<file path="src/rtl/fp_wire.sv">
// rtl/fp_wire.sv - shared FP pipeline types, including issue-stage state and request record
package fp_wire;

    localparam int FP_TAG_MAX_W = 16;

    typedef struct packed {
        logic fmadd;
        logic fmsub;
        logic fnmsub;
        logic fnmadd;
        logic fadd;
        logic fsub;
        logic fmul;
        logic fdiv;
        logic fsqrt;
        logic fsgnj;
        logic fcmp;
        logic fmax;
        logic fclass;
        logic fmv;
        logic fcvt;
    } fp_operation_type;

    localparam fp_operation_type init_fp_operation = '0;

    typedef struct packed {
        logic             enable;
        logic [31:0]      data1;
        logic [31:0]      data2;
        logic [31:0]      data3;
        fp_operation_type op;
        logic [1:0]       fmt;
        logic [2:0]       rm;
    } fp_exe_in_type;

    localparam fp_exe_in_type init_fp_exe_in = '0;

    typedef struct packed {
        logic [31:0] result;
        logic [4:0]  flags;
        logic        ready;
    } fp_exe_out_type;

    typedef logic [2:0] fp_issue_state_type;

    localparam fp_issue_state_type ST_IDLE  = 3'd0;
    localparam fp_issue_state_type ST_ISSUE = 3'd1;
    localparam fp_issue_state_type ST_WAIT  = 3'd2;
    localparam fp_issue_state_type ST_RESP  = 3'd3;
    localparam fp_issue_state_type ST_DRAIN = 3'd4;

    // Tag is carried at the widest supported width; the issue stage uses the low TAG_W bits.
    typedef struct packed {
        logic [31:0]             data1;
        logic [31:0]             data2;
        logic [31:0]             data3;
        fp_operation_type        op;
        logic [1:0]              fmt;
        logic [2:0]              rm;
        logic [FP_TAG_MAX_W-1:0] tag;
    } fp_issue_req_type;

    localparam fp_issue_req_type init_fp_issue_req = '0;

endpackage

</file>
<file path="src/rtl/fp_issue.sv">
// rtl/fp_issue.sv - FP issue stage: request accept, exe enable pulse, response return, sticky flags
import fp_wire::*;

module fp_issue #(
    parameter int TIMEOUT_CYCLES = 64,
    parameter int TAG_W          = 5
) (
    input  logic             clock,
    input  logic             reset,
    input  logic             req_valid,
    output logic             req_ready,
    input  logic [31:0]      req_data1,
    input  logic [31:0]      req_data2,
    input  logic [31:0]      req_data3,
    input  fp_operation_type req_op,
    input  logic [1:0]       req_fmt,
    input  logic [2:0]       req_rm,
    input  logic [TAG_W-1:0] req_tag,
    input  logic             flush,
    output fp_exe_in_type    fp_exe_i,
    input  fp_exe_out_type   fp_exe_o,
    output logic             rsp_valid,
    input  logic             rsp_ready,
    output logic [31:0]      rsp_result,
    output logic [4:0]       rsp_flags,
    output logic [TAG_W-1:0] rsp_tag,
    output logic             rsp_error,
    output logic [4:0]       fflags,
    input  logic             fflags_clear,
    output logic             busy
);

    localparam int CNT_W = $clog2(TIMEOUT_CYCLES) + 1;
    localparam logic [CNT_W-1:0] CNT_LAST = CNT_W'(TIMEOUT_CYCLES - 1);

    fp_issue_state_type state;
    fp_issue_req_type   req_r;
    fp_issue_req_type   req_d;
    logic [CNT_W-1:0]   count;
    logic               count_done;
    logic               deliver;
    logic               tag_unused;

    assign req_ready  = (state == ST_IDLE) && !flush;
    assign busy       = (state != ST_IDLE);
    assign count_done = (count == CNT_LAST);
    assign deliver    = rsp_valid && rsp_ready && !flush;
    assign tag_unused = ^req_r.tag;

    always_comb begin
        req_d                 = init_fp_issue_req;
        req_d.data1           = req_data1;
        req_d.data2           = req_data2;
        req_d.data3           = req_data3;
        req_d.op              = req_op;
        req_d.fmt             = req_fmt;
        req_d.rm              = req_rm;
        req_d.tag[TAG_W-1:0]  = req_tag;
    end

    always_comb begin
        fp_exe_i = init_fp_exe_in;
        if (state == ST_ISSUE) begin
            fp_exe_i.enable = 1'b1;
            fp_exe_i.data1  = req_r.data1;
            fp_exe_i.data2  = req_r.data2;
            fp_exe_i.data3  = req_r.data3;
            fp_exe_i.op     = req_r.op;
            fp_exe_i.fmt    = req_r.fmt;
            fp_exe_i.rm     = req_r.rm;
        end
    end

    always_ff @(posedge clock) begin
        if (reset) begin
            state      <= ST_IDLE;
            req_r      <= init_fp_issue_req;
            count      <= '0;
            rsp_valid  <= 1'b0;
            rsp_result <= '0;
            rsp_flags  <= '0;
            rsp_tag    <= '0;
            rsp_error  <= 1'b0;
            fflags     <= '0;
        end else begin
            fflags <= (fflags_clear ? 5'b0 : fflags) | (deliver ? rsp_flags : 5'b0);
            case (state)
                ST_IDLE: begin
                    if (req_valid && req_ready) begin
                        req_r <= req_d;
                        state <= ST_ISSUE;
                    end
                end
                ST_ISSUE: begin
                    count <= '0;
                    if (flush) begin
                        state <= fp_exe_o.ready ? ST_IDLE : ST_DRAIN;
                    end else if (fp_exe_o.ready) begin
                        rsp_valid  <= 1'b1;
                        rsp_result <= fp_exe_o.result;
                        rsp_flags  <= fp_exe_o.flags;
                        rsp_tag    <= req_r.tag[TAG_W-1:0];
                        rsp_error  <= 1'b0;
                        state      <= ST_RESP;
                    end else begin
                        state <= ST_WAIT;
                    end
                end
                ST_WAIT: begin
                    if (!count_done) begin
                        count <= count + 1'b1;
                    end
                    // A ready arriving on the terminal count still wins over the timeout.
                    if (flush) begin
                        state <= (fp_exe_o.ready || count_done) ? ST_IDLE : ST_DRAIN;
                    end else if (fp_exe_o.ready) begin
                        rsp_valid  <= 1'b1;
                        rsp_result <= fp_exe_o.result;
                        rsp_flags  <= fp_exe_o.flags;
                        rsp_tag    <= req_r.tag[TAG_W-1:0];
                        rsp_error  <= 1'b0;
                        state      <= ST_RESP;
                    end else if (count_done) begin
                        rsp_valid  <= 1'b1;
                        rsp_result <= '0;
                        rsp_flags  <= '0;
                        rsp_tag    <= req_r.tag[TAG_W-1:0];
                        rsp_error  <= 1'b1;
                        state      <= ST_RESP;
                    end
                end
                ST_RESP: begin
                    if (flush || rsp_ready) begin
                        rsp_valid <= 1'b0;
                        state     <= ST_IDLE;
                    end
                end
                ST_DRAIN: begin
                    if (!count_done) begin
                        count <= count + 1'b1;
                    end
                    if (fp_exe_o.ready || count_done) begin
                        state <= ST_IDLE;
                    end
                end
                default: begin
                    state <= ST_IDLE;
                end
            endcase
        end
    end

endmodule

</file>
<file path="config.mk">
export PLATFORM = sky130hd
export DESIGN_NAME = fp_issue
export DESIGN_NICKNAME = d
export VERILOG_FILES = /design/src/rtl/fp_wire.sv /design/src/rtl/fp_issue.sv
export SDC_FILE = /design/constraint.sdc
export NUM_CORES = 1
export LEC_CHECK = 0
export BUFFER_PORTS_ARGS = -buffer_cell sky130_fd_sc_hd__buf_2
export CAP_MARGIN = 20
export CORE_MARGIN = 4
export CORE_UTILIZATION = 42
export CTS_BUF_LIST = sky130_fd_sc_hd__clkbuf_16
export DETAILED_ROUTE_END_ITERATION = 8
export GPL_TIMING_DRIVEN = 0
export PLACE_DENSITY = 0.76
export SLEW_MARGIN = 20
export SYNTH_ARGS = -nofsm -noshare
export SYNTH_HDL_FRONTEND = slang
export SYNTH_SLANG_ARGS = --single-unit
</file>
<file path="constraint.sdc">
create_clock -name clock -period 2 [get_ports clock]
set_input_delay 0.4 -clock clock [delete_from_list [all_inputs] [get_ports clock]]
set_output_delay 0.4 -clock clock [all_outputs]
set_load 0.005 [all_outputs]
</file>
==> impl_metrics.env, run 1 <==
export IMPL_design_core_area_um2=16640
export IMPL_yosysSeqAreaShare=0.5021
export IMPL_syn_inst=871
export IMPL_skew_ns=0.009255
export IMPL_synth_area_leaders="dfxtp_1 (50%), nand2_1 (14%), and2_1 (10%)"
export IMPL_dpl_worst_slack_ns=-0.9519
export IMPL_hold_class="in2reg"
export IMPL_worstSetupPathType="reg2out"
export IMPL_cts_htree_levels=4
export IMPL_power_frac_comb=0.106
export IMPL_clkPwrFrac=0.418
export IMPL_die_x_um=138.7
export IMPL_dieArea_um2=19240
export IMPL_period_needed_ns=2.207
export IMPL_internal_power_mw=5.972
export IMPL_grt_max_degree=17
export IMPL_period_share=1.104
export IMPL_portBuffers=331
export IMPL_post_route_util=0.6373
export IMPL_drt_iter0_drc=373
export IMPL_finalSetupTns_ns=-20.98
export IMPL_drive_gt1_frac=0.3882
export IMPL_drv_cap=0
export IMPL_setup_ws_ns=-0.2071
export IMPL_routedWlPerCell_um=16.23
export IMPL_ys_ff_latch=180
export IMPL_track_usage=0.2286
export IMPL_arrival_ns=1.81
export IMPL_firstDrtPassIters=5
export IMPL_io_pins=333
export IMPL_root_buffer="clkbuf_16"
export IMPL_clk_path_buf_depth=2
export IMPL_clkTransAtPathRegs_ns=0.07
export IMPL_grt_pass1_vias=6824
export IMPL_synth_area_per_cell_um2=8.240
export IMPL_seqPwrFrac=0.476
export IMPL_synth_fp_nets=1037
export IMPL_yosys_area_top_type="dfxtp_1"
export IMPL_cp_end_kind="output port"
export IMPL_fin_nets=1405
export IMPL_clock_sinks=180
export IMPL_gp_congestion=0.8731
export IMPL_status="complete, but fails checks"
export IMPL_start_util=0.4312
export IMPL_worstMarginPinSlew_ns=0.8020
export IMPL_synth_top_area_frac=0.5021
export IMPL_num_rows=47
export IMPL_syn_to_final_growth_pct=47.79
export IMPL_min_path_cells=2
export IMPL_syn_area_um2=7177
export IMPL_ff2ff_setup_slack_ns=-0.11
export IMPL_cp_max_fo=7
export IMPL_nFillCells=1389
export IMPL_dp_hpwl_mm=16.96
export IMPL_p_leak_nw=4.821
export IMPL_grt_overflow=0
export IMPL_cp_required_ns=1.60
export IMPL_final_setup_viol_count=160
export IMPL_yosysWarningCount=0
export IMPL_hold_end="rsp_result[28]"
export IMPL_wl_mm=23.94
export IMPL_p_switching_mw=1.995
export IMPL_vias=7392
export IMPL_ant_nets=0
export IMPL_final_common_cell="buf_2"
export IMPL_die_y_um=138.7
export IMPL_antenna_found_initial=3
export IMPL_rr_startpoint="state[0]"
export IMPL_cts_tree="yes"
export IMPL_rsz0062_at_grt="yes"
export IMPL_cts_buffers=17
export IMPL_synth_edf_count=0
export IMPL_yosysUniqueCellTypes=44
export IMPL_violations="negative setup slack"
export IMPL_power_density_nw_per_um2=751.1
export IMPL_max_freq_ghz=0.4531
export IMPL_mostFrequentLayoutCells="buf_2 (288), nand2_1 (259), dfxtp_1 (174)"
export IMPL_timing_hold_violations_final=0
export IMPL_ys_flop_type="dfxtp_1"
export IMPL_ys_async_sr_fraction=0
export IMPL_max_slew_margin=0.4653
export IMPL_slew_viol_final=0
export IMPL_min_from="fp_exe_o[34]"
export IMPL_cp_start_kind="flop"
export IMPL_reg2regPathDepth=7
export IMPL_drc=0
export IMPL_holdWs_ns=0.1823
export IMPL_worstSkewPairLatency_ns=0.43
export IMPL_switching_share=0.2504
export IMPL_rr_endpoint="rsp_flags[3]"
export IMPL_peakVddDrop_uv=587.7
export IMPL_via_per_inst=5.012
export IMPL_grt_pass1_wl_mm=35.74
==> power groups by stage <==
stage | clock network (mW) | registers, mW | logic [mW]
finish | 3.33 | 3.79 | 0.844
global route | 3.53 | 3.81 | 0.927
CTS | 3.38 | 3.79 | 0.806
detailed placement | 0 | 3.87 | 0.713
global placement | 0 | 3.86 | 0.707
floorplan | 0 | 3.85 | 0.377
==> per-stage QoR <==
| step | instances | total power [mW] | area [µm²] |
|---|---|---|---|
| finish | 1475 | 7.967 | 10610 |
| global route | 1475 | 8.264 | 10610 |
| CTS | 1467 | 7.976 | 10260 |
| detailed placement | 1422 | 4.580 | 9119 |
| global placement | 1422 | 4.567 | 9119 |
| floorplan | 871 | 4.228 | 7187 |
==> cell type report <==
class | instances | area [µm²] | share of cell area
buffer | 69 | 506.7 | 0.04778
antenna | 3 | 7.507 | 0.0007078
tap | 220 | 275.3 | 0.02595
inverter | 5 | 18.77 | 0.001769
clock inverter | 15 | 153.9 | 0.01451
multi-input combinational | 616 | 3431 | 0.3235
clock buffer | 17 | 425.4 | 0.04011
timing repair buffer | 350 | 2177 | 0.2053
sequential | 180 | 3611 | 0.3405
==> layer usage <==
| metal | GRT usage | up-vias | routed length, µm |
|---|---|---|---|
| met5 | 0 | - | 0 |
| met4 | 0.09835 | 0 | 813 |
| met3 | 0.05828 | 54 | 1508 |
| met2 | 0.3808 | 286 | 11620 |
| met1 | 0.2815 | 3417 | 9997 |
| li1 | - | 3635 | - |
==> cell usage after synthesis, types with 2 or more instances <==
| cell type | count |
|---|---|
| nor2_1 | 12 |
| xor2_1 | 4 |
| a32o_1 | 37 |
| mux2i_1 | 7 |
| nor3_1 | 4 |
| and3b_1 | 2 |
| nor4_1 | 2 |
| nand3b_1 | 2 |
| clkbuf_1 | 55 |
| o211ai_1 | 4 |
| o31ai_1 | 3 |
| a21oi_1 | 131 |
| nand2b_1 | 3 |
| nand2_1 | 259 |
| buf_6 | 3 |
| inv_1 | 4 |
| dfxtp_1 | 180 |
| and2_1 | 116 |
| and4b_1 | 2 |
| nor2b_1 | 6 |
| buf_2 | 12 |
==> sequential cells by signal (all words and copies together) (netlist names), 3 cells and up <==
name / count
rsp_flags: 5
state: 3
rsp_result: 32
rsp_tag: 5
fflags: 5
req_r: 121
count: 7
==> logic make-up (layout without fill, tap and decap cells) <==
group                    after synthesis  after routing  share of synthesized area
AND/OR/NAND/NOR                      417            417                     0.2723
AO/OA/AOI/OAI                        187            187                     0.1648
flip-flops                           180            180                     0.5021
buffers and inverters                 75            456                    0.04446
multiplexers                           7              7                   0.009763
XOR/XNOR                               4              4                   0.004881
adder cells (fa/ha/maj)                1              1                   0.001743
other                                  0              3                          0
==> critical path, cell delays in order, from the launching register on <==
cell	delay [ns]
dfxtp_2	0.35
buf_8	0.11
nor3b_4	0.17
buf_6	0.17
clkbuf_16	0.18
clkbuf_16	0.15
and2_4	0.15
buf_6	0.09
==> how the worst max path moves through the flow <==
stage	cells past startpoint	start	endpoint
2_1_floorplan	7	count[0]	rsp_flags[0]
3_3_place_gp	6	state[0]	fp_exe_i[112]
3_5_place_dp	6	state[0]	fp_exe_i[112]
4_1_cts	7	state[0]	fp_exe_i[110]
5_1_grt	7	state[0]	fp_exe_i[112]
6_report	7	state[0]	fp_exe_i[112]
==> repair_timing <==
item,CTS,global route
hold buffers,0,0
gates resized for setup,112,84
endpoints found under the setup margin,274,271
pin swaps,22,21
buffers inserted,7,3
cloned,7,2
Note: power is estimated with default switching activity, not from simulation.
==> inputs of run 2 (changes only) <==
- CORE_AREA: not set -> 2 2 131 133
- CORE_MARGIN: 4 -> not set
- CORE_UTILIZATION: 42 -> not set
- DIE_AREA: not set -> 0 0 133 135
- PLACE_DENSITY: 0.76 -> 0.75
- clock period: 2 -> 2.49 ns (I/O delays scaled with it)
==> impl_metrics.env, run 2 (synthesized netlist as in run 1, its figures left out) <==
export IMPL_mostFrequentLayoutCells="buf_2 (344), nand2_1 (259), dfxtp_1 (179)"
export IMPL_power_frac_comb=0.098
export IMPL_hold_end="rsp_result[20]"
export IMPL_grt_pass1_vias=6646
export IMPL_worstSetupPathType="reg2out"
export IMPL_die_y_um=135
export IMPL_io_pins=333
export IMPL_place_area_um2=9109
export IMPL_track_usage=0.2366
export IMPL_design_core_area_um2=16410
export IMPL_power_density_nw_per_um2=615.9
export IMPL_antenna_found_initial=0
export IMPL_p_switching_mw=1.484
export IMPL_seqPwrFrac=0.510
export IMPL_finalInstanceArea_um2=9688
export IMPL_cts_hold_buf=0
export IMPL_cp_start_kind="flop"
export IMPL_skew_ns=0.01094
export IMPL_portBuffers=331
export IMPL_top_regs="req_r x121, rsp_result x32, count x7"
export IMPL_via_per_inst=4.893
export IMPL_cp_end_kind="output port"
export IMPL_worstSkewPairLatency_ns=0.42
export IMPL_num_rows=47
export IMPL_timing_hold_violations_final=0
export IMPL_clk_path_buf_depth=2
export IMPL_worstMarginPinSlew_ns=0.8179
export IMPL_fin_nets=1389
export IMPL_root_buffer="clkbuf_16"
export IMPL_top_register="req_r"
export IMPL_ant_nets=0
export IMPL_n_antenna_cell=0
export IMPL_clock_sinks=180
export IMPL_cts_buffers=17
export IMPL_finalPower_mw=5.966
export IMPL_vias=7114
export IMPL_hold_class="in2reg"
export IMPL_status="completed"
export IMPL_rr_endpoint="rsp_flags[3]"
export IMPL_switching_share=0.2487
export IMPL_peakVddDrop_uv=470.5
export IMPL_wl_mm=21.82
export IMPL_internal_power_mw=4.483
export IMPL_grt_pass1_wl_mm=33.62
export IMPL_final_setup_viol_count=0
export IMPL_p_leak_nw=4.516
export IMPL_rsz0062_at_grt="yes"
export IMPL_largest_reg_flops=121
export IMPL_routedWlPerCell_um=15.01
export IMPL_reg2regPathDepth=7
export IMPL_arrival_ns=1.88
export IMPL_cts_tree="yes"
export IMPL_max_freq_ghz=0.4212
export IMPL_grt_max_degree=17
export IMPL_start_util=0.4374
export IMPL_dp_hpwl_mm=16.22
export IMPL_setup_ws_ns=0.1157
export IMPL_rr_startpoint="count[0]"
export IMPL_drv_cap=0
export IMPL_min_from="fp_exe_o[26]"
export IMPL_grt_overflow=0
export IMPL_post_route_util=0.5905
export IMPL_drc=0
export IMPL_final_common_cell="buf_2"
export IMPL_cp_required_ns=1.99
export IMPL_firstDrtPassIters=5
export IMPL_slew_viol_final=0
export IMPL_dpl_worst_slack_ns=-0.7310
export IMPL_drive_gt1_frac=0.3185
export IMPL_gp_congestion=0.8553
export IMPL_cp_max_fo=10
export IMPL_ff2ff_setup_slack_ns=0.22
export IMPL_die_x_um=133
export IMPL_clkPwrFrac=0.392
export IMPL_dieArea_um2=17960
export IMPL_drt_iter0_drc=364
export IMPL_clkTransAtPathRegs_ns=0.06
export IMPL_max_slew_margin=0.4547
export IMPL_cts_htree_levels=4
export IMPL_min_path_cells=2
export IMPL_syn_to_final_growth_pct=34.99
export IMPL_holdWs_ns=0.2834
export IMPL_period_share=0.9535
export IMPL_period_needed_ns=2.374
run 2: cell count changes in the layout (fill, tap and decap cells not counted), moves of 6 or more:
cell,delta
and2_1,+56
and2_4,-56
buf_2,+56
buf_6,-54
buf_8,-7
clkbuf_1,+7
clkbuf_8,-6
run 2: timing repair:
action                     in CTS  in global routing
buffers inserted                3                  0
resized for setup              16                 28
pin swaps                       1                  0
setup endpoints to repair     121                105
gates cloned                    1                  0
run 2: worst max-delay path, stage by stage (launching register included):
cell	delay (ns)
dfxtp_1	0.31
buf_4	0.17
nor3b_4	0.20
buf_6	0.15
clkbuf_8	0.16
buf_4	0.19
and2_1	0.14
buf_2	0.15
run 2: power groups by stage:
stage / Clock (mW) / Sequential, mW / Combinational (mW)
2_1_floorplan: 0 / 3.09 / 0.302
3_3_place_gp: 0 / 3.10 / 0.566
3_5_place_dp: 0 / 3.10 / 0.571
4_1_cts: 2.39 / 3.04 / 0.582
5_1_grt: 2.52 / 3.06 / 0.656
6_report: 2.34 / 3.04 / 0.585
run 2: layout make-up:
cell class	instances	area [µm²]
flip-flops and latches	180	3605
repair buffers	335	1690
plain buffers	68	336.6
fillers	1526	6719
well taps	220	275.3
inverters	5	18.77
clock inverters	13	71.32
multi-input cells	616	3266
clock buffers	17	425.4
run 2: layer usage:
layer	vias up	share of wire	GRT usage	routed length (µm)
met5	-	0	0	0
met4	0	0.024	0.09020	524
met3	36	0.071	0.07020	1551
met2	250	0.48	0.3987	10560
met1	3233	0.42	0.2861	9181
li1	3595	-	-	-
run 2: worst max-delay path by stage:
| stage | from | endpoint | slack, ns | depth (start not counted) |
|---|---|---|---|---|
| finish | state[1] | fp_exe_i[111] | 0.12 | 7 |
| global route | state[1] | fp_exe_i[60] | -0.01 | 7 |
| CTS | state[1] | fp_exe_i[64] | 0.01 | 7 |
| detailed placement | state[0] | fp_exe_i[111] | -0.73 | 6 |
| global placement | state[0] | fp_exe_i[111] | -0.71 | 6 |
| floorplan | state[0] | fp_exe_i[111] | 0.28 | 5 |
run 2: metrics by stage:
stage          setup TNS (ns)  std cells
2_1_floorplan               0        871
3_3_place_gp           -43.11       1422
3_5_place_dp           -44.70       1422
4_1_cts                     0       1454
5_1_grt              -0.02904       1454
6_report                    0       1454
==> inputs of run 3 (changes only) <==
- clock period: 2.49 -> 3 ns (I/O delays scaled with it)
==> impl_metrics.env, run 3 (synthesized netlist as in run 1, its figures left out) <==
export IMPL_status="completed"
export IMPL_routedWlPerCell_um=14.91
export IMPL_dp_hpwl_mm=16.22
export IMPL_reg2regPathDepth=7
export IMPL_max_freq_ghz=0.3587
export IMPL_mostFrequentLayoutCells="buf_2 (343), nand2_1 (259), dfxtp_1 (179)"
export IMPL_setup_ws_ns=0.2125
export IMPL_place_area_um2=9109
export IMPL_drive_gt1_frac=0.3087
export IMPL_regArea_um2=3605
export IMPL_fin_nets=1386
export IMPL_rsz0062_at_grt="no"
export IMPL_clock_sinks=180
export IMPL_cts_tree="yes"
export IMPL_drc=0
export IMPL_start_util=0.4374
export IMPL_worstSkewPairLatency_ns=0.42
export IMPL_drv_cap=0
export IMPL_drt_iter0_drc=387
export IMPL_firstDrtPassIters=4
export IMPL_clkTransAtPathRegs_ns=0.06
export IMPL_cp_required_ns=2.40
export IMPL_top_register="req_r"
export IMPL_worstMarginPinSlew_ns=0.8499
export IMPL_grt_max_degree=17
export IMPL_antenna_found_initial=0
export IMPL_cp_start_kind="flop"
export IMPL_portBuffers=331
export IMPL_design_core_area_um2=16410
export IMPL_min_path_cells=2
export IMPL_min_from="fp_exe_o[26]"
export IMPL_cts_buffers=17
export IMPL_die_x_um=133
export IMPL_largest_reg_flops=121
export IMPL_syn_to_final_growth_pct=34.05
export IMPL_io_pins=333
export IMPL_peakVddDrop_uv=389.4
export IMPL_cp_max_fo=10
export IMPL_gp_congestion=0.8553
export IMPL_clk_path_buf_depth=2
export IMPL_track_usage=0.2339
export IMPL_grt_overflow=0
export IMPL_num_rows=47
export IMPL_skew_ns=0.009312
export IMPL_root_buffer="clkbuf_16"
export IMPL_arrival_ns=2.19
export IMPL_period_share=0.9292
export IMPL_hold_class="in2reg"
export IMPL_final_common_cell="buf_2"
export IMPL_timing_hold_violations_final=0
export IMPL_ff2ff_setup_slack_ns=0.75
export IMPL_period_needed_ns=2.787
export IMPL_hold_end="rsp_result[20]"
export IMPL_top_regs="req_r x121, rsp_result x32, count x7"
export IMPL_dieArea_um2=17960
export IMPL_ant_nets=0
export IMPL_slew_viol_final=0
export IMPL_power_density_nw_per_um2=514.1
export IMPL_holdWs_ns=0.3889
export IMPL_grt_pass1_wl_mm=33.33
export IMPL_max_slew_margin=0.4334
export IMPL_grt_pass1_vias=6630
export IMPL_wl_mm=21.63
export IMPL_vias=7080
export IMPL_p_leak_nw=4.456
export IMPL_nFillCells=1537
export IMPL_post_cts_setup_buffers=0
export IMPL_n_antenna_cell=0
export IMPL_cp_end_kind="output port"
export IMPL_multi_input_comb_area_um2=3266
export IMPL_finalInstanceArea_um2=9620
export IMPL_rr_endpoint="rsp_flags[3]"
export IMPL_rr_startpoint="count[0]"
export IMPL_via_per_inst=4.879
export IMPL_worstSetupPathType="reg2out"
export IMPL_dpl_worst_slack_ns=-0.3230
export IMPL_cts_htree_levels=4
export IMPL_final_setup_viol_count=0
export IMPL_die_y_um=135
==> run 3: changes by cell type in the layout (fill, tap and decap cells not counted) <==
cell	delta
buf_4	-10
clkbuf_8	-1
buf_2	-1
clkbuf_1	+10
buf_6	-1
==> run 3: metal layers <==
layer  vias up  wire [µm]  track usage
li1       3588          -            -
met1      3233       9203       0.2819
met2       224      10430       0.3941
met3        35       1446      0.07020
met4         0        551      0.09020
met5         -          0            0
==> run 3: repair_timing <==
item | 4_1_cts | 5_1_grt
gates resized for setup | 5 | 3
endpoints found under the setup margin | 98 | 37
hold buffers | 0 | 0
==> run 3: worst max-delay path by stage <==
stage,slack (ns),cells past startpoint,startpoint,end
2_1_floorplan,0.69,5,state[0],fp_exe_i[111]
3_3_place_gp,-0.30,6,state[0],fp_exe_i[111]
3_5_place_dp,-0.32,6,state[0],fp_exe_i[111]
4_1_cts,0.07,5,state[0],fp_exe_i[64]
5_1_grt,0.06,6,state[1],fp_exe_i[64]
6_report,0.21,6,state[2],fp_exe_i[63]
==> run 3: cell type report <==
type                    instances  area share
multi-input cells             616      0.3394
clock inverters                13    0.007413
plain buffers                  69     0.03147
repair buffers                331      0.1722
inverters                       5    0.001951
clock buffers                  17     0.04422
flip-flops and latches        180      0.3747
well taps                     220     0.02861
==> run 3: where the power goes <==
| part | switching (mW) | internal [mW] | leakage [nW] | total [mW] |
|---|---|---|---|---|
| clock network | 0.916 | 1.03 | 0.249 | 1.95 |
| logic | 0.277 | 0.196 | 2.74 | 0.473 |
| registers | 0.0413 | 2.48 | 1.46 | 2.52 |
| total | 1.23 | 3.71 | 4.46 | 4.95 |
==> run 3: critical path, cell delays in order, from the launching register on <==
cell	delay, ns
dfxtp_1	0.29
buf_2	0.19
nor3b_4	0.29
clkbuf_4	0.31
clkbuf_1	0.33
and2_1	0.23
buf_2	0.13
==> run 3: per-stage QoR <==
step / utilization / std cells / power (mW) / setup TNS [ns]
3_5_place_dp: 0.5552 / 1422 / 3.050 / -8.895
4_1_cts: 0.5862 / 1451 / 4.985 / 0
2_1_floorplan: - / 871 / 2.819 / 0
6_report: 0.5864 / 1451 / 4.946 / 0
3_3_place_gp: 0.5552 / 1422 / 3.042 / -7.471
5_1_grt: 0.5864 / 1451 / 5.155 / 0
